### src/rtl/universal_shift_register_burst.sv
// Universal N-bit shift register with serial in/out, rotate and arithmetic
// shift, plus a counted burst engine that repeats one shift-class op.
module universal_shift_register_burst #(
    parameter int unsigned N     = 8,
    parameter int unsigned CNT_W = 4
) (
    input  logic             clk,
    input  logic             reset,
    input  logic [N-1:0]     data,
    input  logic [2:0]       ctrl,
    input  logic             sin_r,
    input  logic             sin_l,
    input  logic             start,
    input  logic [CNT_W-1:0] count,
    input  logic             abort,
    output logic [N-1:0]     out,
    output logic             sout,
    output logic             busy,
    output logic             done
);

    typedef enum logic [0:0] {StIdle, StBurst} state_t;

    state_t             state_q, state_d;
    logic [N-1:0]       reg_q, reg_d;
    logic               sout_q, sout_d;
    logic               done_q, done_d;
    logic [CNT_W-1:0]   cnt_q, cnt_d;
    logic [2:0]         op_q, op_d;

    logic [2:0]         op_sel;
    logic [N-1:0]       step_r;
    logic               step_sout;
    logic               shift_class;

    // One-step datapath: the latched op drives it during a burst, ctrl otherwise.
    always_comb begin
        op_sel    = (state_q == StBurst) ? op_q : ctrl;
        step_r    = reg_q;
        step_sout = sout_q;
        case (op_sel)
            3'b001: begin
                step_r    = {reg_q[N-2:0], sin_r};
                step_sout = reg_q[N-1];
            end
            3'b010: begin
                step_r    = {sin_l, reg_q[N-1:1]};
                step_sout = reg_q[0];
            end
            3'b011: begin
                step_r    = data;
            end
            3'b100: begin
                step_r    = {reg_q[N-2:0], reg_q[N-1]};
                step_sout = reg_q[N-1];
            end
            3'b101: begin
                step_r    = {reg_q[0], reg_q[N-1:1]};
                step_sout = reg_q[0];
            end
            3'b110: begin
                step_r    = {reg_q[N-1], reg_q[N-1:1]};
                step_sout = reg_q[0];
            end
            default: begin
                step_r    = reg_q;
                step_sout = sout_q;
            end
        endcase
    end

    // Only shifts and rotates may be repeated as a burst.
    always_comb begin
        shift_class = 1'b0;
        case (ctrl)
            3'b001, 3'b010, 3'b100, 3'b101, 3'b110: shift_class = 1'b1;
            default:                                 shift_class = 1'b0;
        endcase
    end

    // Next-state logic: single-step in idle, counted repetition in burst.
    always_comb begin
        state_d = state_q;
        reg_d   = reg_q;
        sout_d  = sout_q;
        done_d  = 1'b0;
        cnt_d   = cnt_q;
        op_d    = op_q;
        case (state_q)
            StIdle: begin
                if (start && shift_class) begin
                    if (count != '0) begin
                        op_d    = ctrl;
                        cnt_d   = count;
                        state_d = StBurst;
                    end else begin
                        // Zero-length burst completes immediately.
                        done_d = 1'b1;
                    end
                end else begin
                    reg_d  = step_r;
                    sout_d = step_sout;
                end
            end
            StBurst: begin
                if (abort) begin
                    state_d = StIdle;
                end else begin
                    reg_d  = step_r;
                    sout_d = step_sout;
                    cnt_d  = cnt_q - 1'b1;
                    if (cnt_q == CNT_W'(1)) begin
                        state_d = StIdle;
                        done_d  = 1'b1;
                    end
                end
            end
            default: begin
                state_d = StIdle;
            end
        endcase
    end

    // State registers with synchronous reset taking priority over everything.
    always_ff @(posedge clk) begin
        if (reset) begin
            state_q <= StIdle;
            reg_q   <= '0;
            sout_q  <= 1'b0;
            done_q  <= 1'b0;
            cnt_q   <= '0;
            op_q    <= '0;
        end else begin
            state_q <= state_d;
            reg_q   <= reg_d;
            sout_q  <= sout_d;
            done_q  <= done_d;
            cnt_q   <= cnt_d;
            op_q    <= op_d;
        end
    end

    assign out  = reg_q;
    assign sout = sout_q;
    assign busy = (state_q == StBurst);
    assign done = done_q;

endmodule

### config.mk
export PLATFORM = sky130hd
export DESIGN_NAME = universal_shift_register_burst
export DESIGN_NICKNAME = d
export VERILOG_FILES = /design/src/rtl/universal_shift_register_burst.sv
export SDC_FILE = /design/constraint.sdc
export NUM_CORES = 1
export LEC_CHECK = 0
export CORE_MARGIN = 3
export CORE_UTILIZATION = 58
export CTS_BUF_LIST = sky130_fd_sc_hd__clkbuf_2 sky130_fd_sc_hd__clkbuf_4 sky130_fd_sc_hd__clkbuf_8
export CTS_CLUSTER_DIAMETER = 50
export DETAILED_ROUTE_END_ITERATION = 16
export DONT_BUFFER_PORTS = 1
export PLACE_DENSITY = 0.84
export SLEW_MARGIN = 20
export SYNTH_ARGS = -nofsm -noshare
export SYNTH_HDL_FRONTEND = slang
export SYNTH_SLANG_ARGS = --single-unit
export TNS_END_PERCENT = 50
### constraint.sdc
create_clock -name clk -period 5.5 [get_ports clk]
set_clock_uncertainty 0.1 [all_clocks]
set_input_delay 1.375 -clock clk [delete_from_list [all_inputs] [get_ports clk]]
set_output_delay 1.375 -clock clk [all_outputs]
set_load 0.01 [all_outputs]
==> flow_summary.json <==
{
  "syn_to_final_growth_pct": 0.7378,
  "reg2reg_to": "out[0]",
  "die_area_um2": 2626,
  "seq_area_frac_synth_pct": 30.35,
  "drive_gt1_share_pct": 13.95,
  "synth-edff-count": 0,
  "slew_headroom_pct": 39.70,
  "status": "completed",
  "powerDensity_nw_per_um2": 289.2,
  "end_kind": "primary output",
  "r2r_slack_ns": 3.02,
  "netlist.area_leader.share_pct": 30.35,
  "ctsHoldBuffers": 0,
  "portBuffers": 0,
  "synth_flop_cell": "dfxtp_1",
  "dpl.hpwl_um": 2023,
  "setup_tns_ns": 0,
  "grt_pass1_vias": 936,
  "register_area_um2": 360.3,
  "drt-vias-per-instance": 6.955,
  "clk_pin_slew_worst_paths_ns": 0.11,
  "coreArea_um2": 1821,
  "grt_pass1_wl_um": 4498,
  "tightest_slew_ns": 0.9033,
  "ios": 32,
  "clockRootBuffer": "clkbuf_4",
  "met1_usage_pct": 31.43,
  "die_y_um": 51.25,
  "grt_max_degree": 20,
  "numCtsBuffers": 3,
  "syn-num-nets": 155,
  "setup_viol": 0,
  "yosysTopAreaCell": "dfxtp_1",
  "yosysUniqueCellTypes": 45,
  "diodes": 0,
  "cts_tree": "done",
  "overflow": 0,
  "hold-path-endpoint": "cnt_q[3]",
  "yosys_register_bits": 18,
  "vdd_drop_max_mv": 0.1694,
  "worstSkewPairLatency_ns": 0.30,
  "start_util_pct": 65.22,
  "synthCells": 132,
  "drc_errors": 0,
  "die_w_um": 51.25,
  "final_hold_viol_count": 0,
  "rows": 15,
  "grt_util_met2_pct": 32.83,
  "fill_cells": 158,
  "crit_path_max_fanout": 18,
  "reg2reg_from": "busy",
  "worstHoldStart": "cnt_q[3]",
  "busiest_layer": "met2",
  "cp_data_required_time_ns": 4.03,
  "rr_worst_depth": 5,
  "power_w": 0.0003459,
  "yosys-top-cells-area": "dfxtp_1, a222oi_1, nor2_1, a21oi_1, a211oi_1",
  "p_leak_nw": 0.4063,
  "mappedNetlistArea_um2": 1187,
  "antenna_found_initial": 0,
  "cts.sinks": 18,
  "vias": 1071,
  "max_freq_ghz": 0.3692,
  "cp-startpoint": "busy",
  "fin_crit_ns": 2.709,
  "arrival_ns": 1.23,
  "timing.final.crit_share_pct": 49.25,
  "drv_slew": 0,
  "wl_um": 2733,
  "cp-start-kind": "flip-flop",
  "final_nets": 153,
  "use_met3_pct": 5.248,
  "ant_nets": 0,
  "ys_warn_count": 0,
  "first_pass_iters": 4,
  "ys_async_sr_fraction_pct": 0,
  "place.gp.congestion": 0.8869,
  "ys_top_cells_by_count": "dfxtp_1, nor2_1, a21oi_1, nand2_1, a211oi_1",
  "cts_setup_buffers": 0,
  "synthMostInstantiatedCell": "dfxtp_1",
  "drt_iter0_markers": 39,
  "rsz0062_at_grt": "false",
  "wl_per_cell_um": 17.75,
  "multi_input_area_um2": 753.2,
  "clock_path_buffers": 2,
  "syn_area_per_cell_um2": 8.995,
  "drv_cap": 0,
  "worstSetupPathType": "reg2out",
  "min_path_cells": 2,
  "postCtsResizedCells": 0,
  "htreeDepth": 1,
  "hold_path_class": "reg2reg",
  "grt.total_usage_pct": 22.20
}
==> logic make-up after synthesis <==
logic type               after synthesis  synth area share, %
XOR/XNOR                               2                1.476
AND/OR/NAND/NOR                       48                21.81
buffers and inverters                 11                6.215
flip-flops                            18                30.35
multiplexers                          11                11.59
adder cells (fa/ha/maj)                2                2.107
AO/OA/AOI/OAI                         40                26.45
==> layout make-up <==
cell class              instances  share of cell area (%)
clock buffers                   4                   3.033
multi-input cells             103                   62.97
inverters                       4                   1.255
flip-flops and latches         18                   30.13
well taps                      25                   2.615
==> worst max-delay path by stage <==
stage,end,slack [ns],cells past startpoint
after floorplan,cnt_q[1],2.73,6
after global placement,cnt_q[1],2.67,5
after CTS,busy,2.80,0
after global routing,busy,2.70,0
after detailed placement,cnt_q[1],2.60,5
final,busy,2.79,0
==> stage by stage <==
step	area, um^2	hold slack (ns)	worst slack [ns]	instances	utilization, %
after detailed placement	1160	0.3787	2.604	150	63.71
after CTS	1196	0.3962	2.797	154	65.70
after floorplan	1187	0.3667	2.726	132	-
after global routing	1196	0.4442	2.699	154	65.70
after global placement	1160	0.3803	2.673	150	63.71
final	1196	0.4051	2.791	154	65.70
==> sequential cells by signal, indices dropped and copies added, names as in the netlist <==
signal and flops:
out 8, cnt_q 4, sout 1, op_q 3, done 1, busy 1
==> cells in the final DEF (no fill, tap or decap), types with 4 or more instances in the layout <==
cell type	n
nor3_1	4
nand2_1	9
nand3_1	5
o21ai_0	4
nor2_1	13
a21oi_1	9
inv_1	4
dfxtp_1	18
a211oi_1	6
a222oi_1	5
mux2i_1	4
==> metal layers <==
| layer | vias to the layer above | wire length, um |
|---|---|---|
| met4 | 0 | 25 |
| met5 | - | 0 |
| met2 | 54 | 1284 |
| met1 | 505 | 1176 |
| li1 | 508 | - |
| met3 | 4 | 247 |
==> power by group <==
part            total, W  leakage [nW]  switching, W  internal, W
Combinational  0.0000908         0.237     0.0000478    0.0000430
Clock          0.0000848        0.0210     0.0000445    0.0000403
Sequential      0.000170         0.148     0.0000252     0.000145
Total           0.000346         0.406      0.000118     0.000228
Note: power is estimated with default switching activity, not from simulation.
